`config.mk`:
```
export PLATFORM = sky130hd
export DESIGN_NAME = jtag_ir_ctrl_flat
export DESIGN_NICKNAME = d
export VERILOG_FILES = /design/src/rtl/jtag_ir_ctrl_pkg.sv /design/src/rtl/jtag_ir_ctrl_if.sv /design/src/rtl/jtag_ir_ctrl_bist_timer.sv /design/src/rtl/jtag_ir_ctrl.sv /design/src/flat_wrapper.sv
export SDC_FILE = /design/constraint.sdc
export NUM_CORES = 1
export LEC_CHECK = 0
export CORE_ASPECT_RATIO = 1.5
export CORE_MARGIN = 3
export CORE_UTILIZATION = 56
export CTS_CLUSTER_SIZE = 16
export DETAILED_ROUTE_END_ITERATION = 16
export GPL_ROUTABILITY_DRIVEN = 1
export PLACE_DENSITY = 0.91
export SLEW_MARGIN = 20
export SYNTH_ARGS = -nofsm -noshare
export SYNTH_HDL_FRONTEND = slang
export SYNTH_SLANG_ARGS = --single-unit
```
`constraint.sdc`:
```
create_clock -name TCK -period 3.4 [get_ports TCK]
set_input_delay 0.51 -clock TCK [delete_from_list [all_inputs] [get_ports TCK]]
set_output_delay 0.51 -clock TCK [all_outputs]
set_load 0.02 [all_outputs]
```
`src/rtl/jtag_ir_ctrl_pkg.sv`:
```
// Shared opcodes, data-register select encodings and the instruction decoder
// used by the JTAG instruction register.
package jtag_ir_pkg;

    // Base opcodes; zero-extended to the instruction length at use.
    localparam logic [2:0] OP_EXTEST   = 3'd0;
    localparam logic [2:0] OP_IDCODE   = 3'd1;
    localparam logic [2:0] OP_SAMPLE   = 3'd2;
    localparam logic [2:0] OP_RUNBIST  = 3'd3;
    localparam logic [2:0] OP_CLAMP    = 3'd4;
    localparam logic [2:0] OP_HIGHZ    = 3'd5;
    localparam logic [2:0] OP_USERCODE = 3'd6;

    // Data-register mux select values.
    localparam logic [2:0] DR_BYPASS = 3'b000;
    localparam logic [2:0] DR_ID     = 3'b001;
    localparam logic [2:0] DR_BSR    = 3'b010;
    localparam logic [2:0] DR_BIST   = 3'b011;

    typedef struct packed {
        logic       en_bsc;
        logic       en_bp;
        logic       en_id;
        logic       en_user;
        logic       mode;
        logic       highz;
        logic       bist_mode;
        logic [2:0] dr_sel;
    } ir_dec_t;

    // base_ok is high when every instruction bit above bit 2 is zero; any
    // other code is undefined and falls back to BYPASS behaviour.
    function automatic ir_dec_t ir_decode(input logic base_ok, input logic [2:0] op);
        ir_dec_t d;
        d        = '0;
        d.dr_sel = DR_BYPASS;
        if (!base_ok) begin
            d.en_bp = 1'b1;
        end else begin
            case (op)
                OP_EXTEST:   begin d.en_bsc = 1'b1; d.mode = 1'b1; d.dr_sel = DR_BSR; end
                OP_IDCODE:   begin d.en_id = 1'b1; d.dr_sel = DR_ID; end
                OP_SAMPLE:   begin d.en_bsc = 1'b1; d.dr_sel = DR_BSR; end
                OP_RUNBIST:  begin d.bist_mode = 1'b1; d.dr_sel = DR_BIST; end
                OP_CLAMP:    begin d.en_bp = 1'b1; d.mode = 1'b1; end
                OP_HIGHZ:    begin d.en_bp = 1'b1; d.highz = 1'b1; end
                OP_USERCODE: begin d.en_id = 1'b1; d.en_user = 1'b1; d.dr_sel = DR_ID; end
                default:     d.en_bp = 1'b1;
            endcase
        end
        return d;
    endfunction

endpackage

```
`src/rtl/jtag_ir_ctrl_if.sv`:
```
// TAP-side strobes and decoded instruction outputs of the instruction register.
interface jtag_ir_ctrl_if #(
    parameter int IR_WIDTH = 4
);
    logic                  TLR;
    logic                  Capture_IR;
    logic                  Shift_IR;
    logic                  Update_IR;
    logic                  RTI;
    logic                  TDI;
    logic [IR_WIDTH-3:0]   IR_STATUS;
    logic                  TDO_IR;
    logic [IR_WIDTH-1:0]   I_CODE;
    logic                  EN_BSC;
    logic                  EN_BP;
    logic                  EN_ID;
    logic                  EN_USER;
    logic                  Mode;
    logic                  HIGHZ;
    logic                  BIST_MODE;
    logic                  BIST_DONE;
    logic [2:0]            DR_Sel;

    modport master (
        output TLR, Capture_IR, Shift_IR, Update_IR, RTI, TDI, IR_STATUS,
        input  TDO_IR, I_CODE, EN_BSC, EN_BP, EN_ID, EN_USER, Mode, HIGHZ,
               BIST_MODE, BIST_DONE, DR_Sel
    );

    modport slave (
        input  TLR, Capture_IR, Shift_IR, Update_IR, RTI, TDI, IR_STATUS,
        output TDO_IR, I_CODE, EN_BSC, EN_BP, EN_ID, EN_USER, Mode, HIGHZ,
               BIST_MODE, BIST_DONE, DR_Sel
    );
endinterface

```
`src/rtl/jtag_ir_ctrl_bist_timer.sv`:
```
// RUNBIST cycle timer: counts enabled cycles up to BIST_CYCLES and flags done.
module jtag_bist_timer #(
    parameter int BIST_CYCLES = 1024
) (
    input  logic clk,
    input  logic rst_n,
    input  logic clr_i,
    input  logic en_i,
    output logic done_o
);
    localparam int            CW  = $clog2(BIST_CYCLES + 1);
    localparam logic [CW-1:0] MAX = CW'(BIST_CYCLES);

    logic [CW-1:0] cnt_q, cnt_d;
    logic          done_q;

    // Clear wins over count; count saturates at MAX.
    always_comb begin
        cnt_d = cnt_q;
        if (clr_i) begin
            cnt_d = '0;
        end else if (en_i && (cnt_q != MAX)) begin
            cnt_d = cnt_q + CW'(1);
        end
    end

    // Count only advances under RUNBIST and any instruction write clears it,
    // so reaching MAX already implies RUNBIST is still current.
    always_ff @(posedge clk or negedge rst_n) begin
        if (!rst_n) begin
            cnt_q  <= '0;
            done_q <= 1'b0;
        end else begin
            cnt_q  <= cnt_d;
            done_q <= (cnt_d == MAX);
        end
    end

    assign done_o = done_q;
endmodule

```
`src/rtl/jtag_ir_ctrl.sv`:
```
// JTAG instruction register: capture/shift stage, update register, registered
// instruction decode and RUNBIST done timer.
module jtag_ir_ctrl
    import jtag_ir_pkg::*;
#(
    parameter int IR_WIDTH    = 4,
    parameter int HAS_IDCODE  = 1,
    parameter int BIST_CYCLES = 1024
) (
    input  logic          TCK,
    input  logic          TRST,
    jtag_ir_ctrl_if.slave bus
);
    localparam logic [IR_WIDTH-1:0] RST_CODE =
        (HAS_IDCODE != 0) ? IR_WIDTH'(1) : {IR_WIDTH{1'b1}};
    localparam ir_dec_t RST_DEC =
        ir_decode((RST_CODE >> 3) == '0, RST_CODE[2:0]);

    logic [IR_WIDTH-1:0] ir_sh_q, ir_sh_d;
    logic [IR_WIDTH-1:0] icode_q, icode_d;
    ir_dec_t             dec_q, dec_d;
    logic                icode_wr;
    logic                bist_done;

    // Strobe priority TLR > Capture > Shift > Update; decode follows the next
    // instruction so outputs move on the same edge as I_CODE.
    always_comb begin
        ir_sh_d  = ir_sh_q;
        icode_d  = icode_q;
        icode_wr = 1'b0;
        if (bus.TLR) begin
            icode_d  = RST_CODE;
            icode_wr = 1'b1;
        end else if (bus.Capture_IR) begin
            ir_sh_d = {bus.IR_STATUS, 2'b01};
        end else if (bus.Shift_IR) begin
            ir_sh_d = {bus.TDI, ir_sh_q[IR_WIDTH-1:1]};
        end else if (bus.Update_IR) begin
            icode_d  = ir_sh_q;
            icode_wr = 1'b1;
        end
        dec_d = ir_decode((icode_d >> 3) == '0, icode_d[2:0]);
    end

    // Shift stage, current instruction and decoded outputs.
    always_ff @(posedge TCK or negedge TRST) begin
        if (!TRST) begin
            ir_sh_q <= '0;
            icode_q <= RST_CODE;
            dec_q   <= RST_DEC;
        end else begin
            ir_sh_q <= ir_sh_d;
            icode_q <= icode_d;
            dec_q   <= dec_d;
        end
    end

    jtag_bist_timer #(
        .BIST_CYCLES(BIST_CYCLES)
    ) u_bist_timer (
        .clk   (TCK),
        .rst_n (TRST),
        .clr_i (icode_wr),
        .en_i  (dec_q.bist_mode && bus.RTI),
        .done_o(bist_done)
    );

    assign bus.TDO_IR    = ir_sh_q[0];
    assign bus.I_CODE    = icode_q;
    assign bus.EN_BSC    = dec_q.en_bsc;
    assign bus.EN_BP     = dec_q.en_bp;
    assign bus.EN_ID     = dec_q.en_id;
    assign bus.EN_USER   = dec_q.en_user;
    assign bus.Mode      = dec_q.mode;
    assign bus.HIGHZ     = dec_q.highz;
    assign bus.BIST_MODE = dec_q.bist_mode;
    assign bus.DR_Sel    = dec_q.dr_sel;
    assign bus.BIST_DONE = bist_done;
endmodule

```
`src/flat_wrapper.sv`:
```
// flat-port wrapper written by rule: the top's interface ports become plain ports
module jtag_ir_ctrl_flat import jtag_ir_pkg::*;
#(
    parameter int IR_WIDTH    = 4,
    parameter int HAS_IDCODE  = 1,
    parameter int BIST_CYCLES = 1024
)
  (TCK, TRST, bus_TLR, bus_Capture_IR, bus_Shift_IR, bus_Update_IR, bus_RTI, bus_TDI, bus_IR_STATUS, bus_TDO_IR, bus_I_CODE, bus_EN_BSC, bus_EN_BP, bus_EN_ID, bus_EN_USER, bus_Mode, bus_HIGHZ, bus_BIST_MODE, bus_BIST_DONE, bus_DR_Sel);
  jtag_ir_ctrl_if #(.IR_WIDTH(IR_WIDTH)) bus_i ();
  input  logic TCK;
  input  logic TRST;
  input wire logic [$bits(bus_i.TLR)-1:0] bus_TLR;
  input wire logic [$bits(bus_i.Capture_IR)-1:0] bus_Capture_IR;
  input wire logic [$bits(bus_i.Shift_IR)-1:0] bus_Shift_IR;
  input wire logic [$bits(bus_i.Update_IR)-1:0] bus_Update_IR;
  input wire logic [$bits(bus_i.RTI)-1:0] bus_RTI;
  input wire logic [$bits(bus_i.TDI)-1:0] bus_TDI;
  input wire logic [$bits(bus_i.IR_STATUS)-1:0] bus_IR_STATUS;
  output wire logic [$bits(bus_i.TDO_IR)-1:0] bus_TDO_IR;
  output wire logic [$bits(bus_i.I_CODE)-1:0] bus_I_CODE;
  output wire logic [$bits(bus_i.EN_BSC)-1:0] bus_EN_BSC;
  output wire logic [$bits(bus_i.EN_BP)-1:0] bus_EN_BP;
  output wire logic [$bits(bus_i.EN_ID)-1:0] bus_EN_ID;
  output wire logic [$bits(bus_i.EN_USER)-1:0] bus_EN_USER;
  output wire logic [$bits(bus_i.Mode)-1:0] bus_Mode;
  output wire logic [$bits(bus_i.HIGHZ)-1:0] bus_HIGHZ;
  output wire logic [$bits(bus_i.BIST_MODE)-1:0] bus_BIST_MODE;
  output wire logic [$bits(bus_i.BIST_DONE)-1:0] bus_BIST_DONE;
  output wire logic [$bits(bus_i.DR_Sel)-1:0] bus_DR_Sel;
  assign bus_i.TLR = bus_TLR;
  assign bus_i.Capture_IR = bus_Capture_IR;
  assign bus_i.Shift_IR = bus_Shift_IR;
  assign bus_i.Update_IR = bus_Update_IR;
  assign bus_i.RTI = bus_RTI;
  assign bus_i.TDI = bus_TDI;
  assign bus_i.IR_STATUS = bus_IR_STATUS;
  assign bus_TDO_IR = bus_i.TDO_IR;
  assign bus_I_CODE = bus_i.I_CODE;
  assign bus_EN_BSC = bus_i.EN_BSC;
  assign bus_EN_BP = bus_i.EN_BP;
  assign bus_EN_ID = bus_i.EN_ID;
  assign bus_EN_USER = bus_i.EN_USER;
  assign bus_Mode = bus_i.Mode;
  assign bus_HIGHZ = bus_i.HIGHZ;
  assign bus_BIST_MODE = bus_i.BIST_MODE;
  assign bus_BIST_DONE = bus_i.BIST_DONE;
  assign bus_DR_Sel = bus_i.DR_Sel;
  jtag_ir_ctrl #(.IR_WIDTH(IR_WIDTH), .HAS_IDCODE(HAS_IDCODE), .BIST_CYCLES(BIST_CYCLES)) u_core (.TCK(TCK), .TRST(TRST), .bus(bus_i));
endmodule
```
==> impl_metrics.json, run 1 <==
{
  "crit_path_end": "u_core.u_bist_timer.done_o$_DFF_PN0_",
  "io_pins": 26,
  "first_pass_iters": 4,
  "first_global_vias": 1218,
  "setup_viol_count_final": 0,
  "synth.yosys.seq_area_share_pct": 47.8,
  "power.total_mw": 0.753,
  "worst_path_largest_cell_delay_ps": 460,
  "tns_setup_ps": 0,
  "synth_area_per_cell_um2": 9.98,
  "crit_path_max_fanout": 7,
  "layout.cells.most_common": "sky130_fd_sc_hd__dfrtp_1",
  "clock_power_share_pct": 39.5,
  "worst_reg_to_reg_cells": 7,
  "synthesis.yosys.warnings": 0,
  "cts_hold_buffers": 0,
  "clkLatencyLatePin_ps": 330,
  "floorplan.core_area_um2": 2530,
  "finalWeightedCongestion": 0.921,
  "total_number_of_cells_along_the_worst_setup_path": 7,
  "power_per_cell_area_nw_per_um2": 408,
  "postCtsResizedCells": 0,
  "cts-buffers-inserted": 5,
  "floorplan.initialDensity_pct": 60.3,
  "worst_pin_slew_ps": 525,
  "synth.cell_area_um2": 1530,
  "cp-startpoint": "u_core.u_bist_timer.cnt_q[0]$_DFF_PN0_",
  "antenna_violating_nets_post_route": 0,
  "reg2reg_setup_slack_ps": 1200,
  "final_cell_count_no_fill": 214,
  "number_of_max_capacitance_violations_reported": 0,
  "path_clk_slew_ps": 90,
  "rsz_0062_raised_after_global_routing": "no",
  "drc": 0,
  "finish.utilization_pct": 73.0,
  "hold_viol_final": 0,
  "max_clock_freq_ghz": 0.455,
  "hpwlAfterDp_um": 2370,
  "largest_voltage_drop_on_the_vdd_net_mv": 0.334,
  "clock-skew-final_ps": 6.95,
  "run_status": "finished clean",
  "gr-total-overflow": 0,
  "path_cells": "inv_1 > ha_1 > nor4b_4 > a31oi_2 > or3_1 > a221o_1 > nor4_2",
  "route.final.wire_length_um": 3190,
  "most_frequent_cells_in_the_layout": "sky130_fd_sc_hd__dfrtp_1 (26), sky130_fd_sc_hd__clkdlybuf4s50_1 (24), sky130_fd_sc_hd__nor2_1 (22), sky130_fd_sc_hd__nand2_1 (9), sky130_fd_sc_hd__xnor2_1 (9)",
  "timing_worst_setup_path_type": "reg -> reg",
  "critical_path.slowest_cell": "sky130_fd_sc_hd__dfrtp_1",
  "ctsLongestPathBuffers": 2,
  "global_route_total_usage_across_every_layer_pct": 21.1,
  "slew-limit-headroom_pct": 64.8,
  "area.growth.synth_to_final_pct": 21.1,
  "drive_gt1_share_pct": 11.2,
  "reg2reg_to": "u_core.u_bist_timer.done_o$_DFF_PN0_",
  "grt_first_pass_wirelength_um": 5440,
  "chipWidth_um": 48.6,
  "power_report.internal_total_mw": 0.575,
  "drtIter0Drc": 28,
  "cts.sink_count": 29,
  "worst_path_dominant_cell_family": "simple AND/OR/NAND/NOR gates",
  "p_sw_share_pct": 23.7,
  "finalNetCount": 189,
  "period_share_pct": 64.7,
  "number_of_unique_standard_cell_types_used_by_synthesis": 38,
  "critPathRequiredTime_ps": 3650,
  "share_comb_of_total_power_pct": 11.4,
  "synth_cells": 153,
  "cts_htree_levels": 2,
  "portBuffers": 24,
  "detail_route.wl_per_cell_um": 14.9,
  "num-fill-cells": 188,
  "hp-class": "in -> async",
  "leak_nw": 0.753,
  "cts_root_buffer": "sky130_fd_sc_hd__clkbuf_4",
  "p_switching_mw": 0.178,
  "vias_after_detailed_routing": 1224,
  "std_cell_rows": 22,
  "postSynthNetCount": 165,
  "fp.dieH_um": 69.9,
  "grt_max_degree": 30,
  "cts_tree": "built",
  "worstSetupStartpointType": "flop",
  "critical_path.reg2reg.startpoint": "u_core.u_bist_timer.cnt_q[0]$_DFF_PN0_",
  "synth.ff_latch_count": 29,
  "antenna_found_initial": 0,
  "dpl.cell_count": 206,
  "end_kind": "flop",
  "buffers_and_inverters_on_the_worst_path": 1,
  "arrival_ps": 2450,
  "final_max_slew_viol_count": 0,
  "drt-vias-per-instance": 5.72,
  "cts_setup_buffers": 0,
  "power.sequential.fraction_pct": 49.1,
  "die-area_um2": 3400,
  "diodes_inserted": 0,
  "period_needed_ps": 2200
}
layout make-up:
type	instances	area [µm²]	area share (%)
flip-flops and latches	29	729	39.5
inverters	7	26.3	1.42
repair buffers	25	248	13.4
clock inverters	1	30.0	1.62
well taps	36	45.0	2.44
multi-input cells	109	714	38.7
clock buffers	7	55.1	2.98
state kept, by name, indices dropped and copies added, names as in the netlist:
register	cells
u_core.bus.HIGHZ	1
u_core.bus.DR_Sel	2
u_core.u_bist_timer.cnt_q	11
u_core.bus.BIST_MODE	1
u_core.bus.EN_ID	1
u_core.u_bist_timer.done_o	1
u_core.bus.I_CODE	4
u_core.ir_sh_q	4
u_core.bus.EN_BSC	1
u_core.bus.EN_BP	1
u_core.bus.EN_USER	1
u_core.bus.Mode	1
logic make-up (layout without fill, tap and decap cells):
kind of cell	count (synthesis)	count (layout)	synth area share [%]
multiplexers	5	5	3.36
buffers and inverters	15	40	5.41
flip-flops	29	29	47.8
adder cells (fa/ha/maj)	2	2	1.64
XOR/XNOR	11	11	6.31
AO/OA/AOI/OAI	22	22	9.43
AND/OR/NAND/NOR	68	68	25.8
other	1	1	0.246
layer usage:
layer  global-route usage (%)  part of all wire (%)  up-vias
li1                         -                     -      585
met1                     22.4                    39      589
met2                     35.4                    52       36
met3                     6.18                   4.7       14
met4                     14.2                   4.6        0
met5                        0                     0        -
power by group through the flow:
stage | Clock, mW | Sequential [mW] | Combinational, mW
6_report | 0.298 | 0.370 | 0.0855
5_1_grt | 0.320 | 0.371 | 0.0935
3_3_place_gp | 0 | 0.376 | 0.0836
3_5_place_dp | 0 | 0.376 | 0.0862
4_1_cts | 0.305 | 0.370 | 0.0869
2_1_floorplan | 0 | 0.385 | 0.0334
stage by stage:
step	hold slack, ps	area (µm²)	worst slack, ps
floorplan	214	1530	1440
global placement	526	1760	994
detailed placement	537	1760	893
CTS	540	1850	1200
global route	578	1850	1050
finish	543	1850	1200
Yosys cell counts (all sizes together):
library cell,instances,area share (%)
a21oi,5,1.6
a221o,1,0.66
a221oi,1,0.57
a31oi,4,2.0
a32o,1,0.66
and2,1,0.41
and3b,2,1.1
buf,4,2.7
clkbuf,4,0.98
conb,1,0.25
dfrtp,26,43
dfstp,3,5.2
ha,2,1.6
inv,7,1.7
mux2,1,0.74
mux2i,4,2.6
nand2,9,2.2
nand3,7,2.3
nand3b,1,0.49
nand4,3,1.2
nand4b,1,0.57
nor2,22,5.4
nor2b,2,0.82
nor3,7,2.3
nor3b,1,0.82
nor4,5,2.9
nor4b,2,3.1
o21a,2,0.98
o21ai,7,2.3
o22a,1,0.57
or2,1,0.41
or3,4,1.7
xnor2,9,5.2
xor2,2,1.1
worst register-to-register path, delay by kind of cell, from the launching register on:
family / cells / cell delay, ps
AND/OR/NAND/NOR: 3 / 840
AO/OA/AOI/OAI: 2 / 580
buffers and inverters: 1 / 90
adder cells (fa/ha/maj): 1 / 150
flip-flops: 1 / 460
worst min path at each step:
stage,startpoint,end,slack (ps),depth (start not counted)
global route,TRST,u_core.u_bist_timer.cnt_q[10]$_DFF_PN0_,580,2
CTS,TRST,u_core.u_bist_timer.cnt_q[10]$_DFF_PN0_,540,2
detailed placement,u_core.ir_sh_q[1]$_DFFE_PN0P_,u_core.ir_sh_q[1]$_DFFE_PN0P_,540,2
finish,TRST,u_core.u_bist_timer.cnt_q[10]$_DFF_PN0_,540,2
global placement,u_core.ir_sh_q[3]$_DFFE_PN0P_,u_core.ir_sh_q[3]$_DFFE_PN0P_,530,2
floorplan,TRST,u_core.bus.BIST_MODE$_DFF_PN0_,210,0
(Power assumes the default switching activity.)
==> inputs of run 2 (changes only) <==
--- a/config.mk
+++ b/config.mk
@@ -7,11 +7,11 @@
 export LEC_CHECK = 0
 export CORE_ASPECT_RATIO = 1.5
 export CORE_MARGIN = 3
-export CORE_UTILIZATION = 56
+export CORE_UTILIZATION = 52
 export CTS_CLUSTER_SIZE = 16
 export DETAILED_ROUTE_END_ITERATION = 16
 export GPL_ROUTABILITY_DRIVEN = 1
-export PLACE_DENSITY = 0.91
+export PLACE_DENSITY = 0.86
 export SLEW_MARGIN = 20
 export SYNTH_ARGS = -nofsm -noshare
 export SYNTH_HDL_FRONTEND = slang
==> constraint.sdc (replaced) <==
create_clock -name TCK -period 2.21 [get_ports TCK]
set_input_delay 0.3315 -clock TCK [delete_from_list [all_inputs] [get_ports TCK]]
set_output_delay 0.3315 -clock TCK [all_outputs]
set_load 0.02 [all_outputs]
==> run 2 against run 1 <==
Total power grew 49%. Critical path depth unchanged. Combinational power increased by 67%. Clock skew increased by 1.3 ps. Sequential share of layout area fell by 1.8 points. First-iteration DRC count rose by 43%. Via count increased by 4.0%. Clock-buffer cell count grew 1. Global-route usage up 0.90 points. Largest power group unchanged.
==> impl_metrics.json, run 2 (synthesized netlist as in run 1, its figures left out) <==
{
  "worst_path_largest_cell_delay_ps": 420,
  "final.setup.worst_slack_ps": 90.9,
  "critical_path.slowest_cell": "sky130_fd_sc_hd__dfrtp_1",
  "number_of_max_capacitance_violations_reported": 0,
  "grt_first_pass_wirelength_um": 5890,
  "period_needed_ps": 2120,
  "post-place-ws_ps": 48.2,
  "drive_gt1_share_pct": 15.3,
  "die-area_um2": 3640,
  "io_pins": 26,
  "path_cells": "inv_1 > ha_1 > nor4b_4 > a31oi_4 > or3_1 > a221o_1 > nor4_2",
  "drt-vias-per-instance": 5.63,
  "diodes_inserted": 0,
  "worstSetupStartpointType": "flop",
  "floorplan.initialDensity_pct": 55.8,
  "period_share_pct": 95.9,
  "most_frequent_cells_in_the_layout": "sky130_fd_sc_hd__dfrtp_1 (26), sky130_fd_sc_hd__clkdlybuf4s50_1 (24), sky130_fd_sc_hd__nor2_1 (22), sky130_fd_sc_hd__buf_4 (12)",
  "area.growth.synth_to_final_pct": 26.8,
  "standard_cell_area_after_detailed_placement_um2": 1840,
  "std_cell_rows": 23,
  "route.final.wire_length_um": 3400,
  "leak_nw": 0.803,
  "critPathRequiredTime_ps": 2400,
  "layout.cells.most_common": "sky130_fd_sc_hd__dfrtp_1",
  "antenna_found_initial": 0,
  "final_max_slew_viol_count": 0,
  "ctsLongestPathBuffers": 2,
  "path_clk_slew_ps": 60,
  "setup_viol_count_final": 0,
  "largest_voltage_drop_on_the_vdd_net_mv": 0.558,
  "max_clock_freq_ghz": 0.472,
  "chipWidth_um": 50.2,
  "fp.dieH_um": 72.4,
  "cts.sink_count": 29,
  "arrival_ps": 2310,
  "detail_route.wl_per_cell_um": 15.0,
  "global_route_total_usage_across_every_layer_pct": 22.0,
  "end_kind": "flop",
  "first_pass_iters": 4,
  "postLayoutCellArea_um2": 1940,
  "hpwlAfterDp_um": 2490,
  "area.sequential_um2": 729,
  "clkLatencyLatePin_ps": 280,
  "crit_path_max_fanout": 5,
  "cts_tree": "built",
  "antenna_violating_nets_post_route": 0,
  "portBuffers": 24,
  "cts_root_buffer": "sky130_fd_sc_hd__clkbuf_8",
  "run_status": "finished clean",
  "gr-total-overflow": 0,
  "largest_register_ff_count": 11,
  "rsz_0062_raised_after_global_routing": "no",
  "tns_setup_ps": 0,
  "num-fill-cells": 207,
  "hold_viol_final": 0,
  "drtIter0Drc": 40,
  "finalNetCount": 200,
  "power_per_cell_area_nw_per_um2": 582,
  "finalWeightedCongestion": 0.937,
  "hp-class": "in -> async",
  "floorplan.core_area_um2": 2730,
  "cts_htree_levels": 2,
  "cts-buffers-inserted": 5,
  "first_global_vias": 1330,
  "drc": 0,
  "vias_after_detailed_routing": 1273,
  "timing_worst_setup_path_type": "reg -> reg",
  "multi_input_comb_area_um2": 723,
  "largest_register": "u_core.u_bist_timer.cnt_q",
  "grt_max_degree": 30,
  "clock-skew-final_ps": 8.22
}
[run 2: final timing paths]
path,to,start,slack (ps),cells past startpoint
setup / recovery,u_core.u_bist_timer.done_o$_DFF_PN0_,u_core.u_bist_timer.cnt_q[1]$_DFF_PN0_,90,7
hold / removal,u_core.u_bist_timer.cnt_q[3]$_DFF_PN0_,TRST,420,2
setup reg to reg,u_core.u_bist_timer.done_o$_DFF_PN0_,u_core.u_bist_timer.cnt_q[1]$_DFF_PN0_,90,7
hold reg to reg,u_core.ir_sh_q[1]$_DFFE_PN0P_,u_core.ir_sh_q[1]$_DFFE_PN0P_,550,2
max in group asynchronous,u_core.bus.I_CODE[0]$_DFF_PN1_,TRST,1470,2
min in group TCK,u_core.ir_sh_q[1]$_DFFE_PN0P_,u_core.ir_sh_q[1]$_DFFE_PN0P_,550,2
[run 2: worst max-delay path: cells and delay by family, from the launching register on]
kind,cells,cell delay [ps]
compound gates,2,500
fa+ha+maj,1,160
buf+inv,1,100
flops,1,420
simple gates,3,850
[run 2: final cells by class]
class | count | share of cell area, %
flip-flops and latches | 29 | 37.7
multi-input cells | 109 | 37.4
repair buffers | 36 | 17.1
clock buffers | 8 | 4.14
well taps | 37 | 2.39
inverters | 7 | 1.36
[run 2: power by group]
part	internal, mW	switching [mW]
logic	0.0676	0.0750
registers	0.555	0.0136
clock network	0.223	0.191
[run 2: stage by stage]
step           power [mW]  cells  utilization [%]  hold slack [ps]
6_report             1.13    226             70.8              416
5_1_grt              1.18    226             70.8              437
4_1_cts              1.14    225             70.2              431
3_5_place_dp        0.720    217             67.3              532
3_3_place_gp        0.715    217             67.3              512
2_1_floorplan       0.644    153                -             35.9
[run 2: timing repair]
item | 4_1_cts | 5_1_grt
setup buffers | 0 | 1
hold buffers | 0 | 0
endpoints found under the setup margin | 0 | 1
gates resized for setup | 0 | 1
[run 2: metal layers]
metal / up-vias / track usage (%) / wire, µm
li1: 607 / - / -
met1: 618 / 21.5 / 1200
met2: 36 / 39.1 / 1880
met3: 12 / 8.01 / 186
met4: 0 / 12.3 / 130
met5: - / 0 / 0
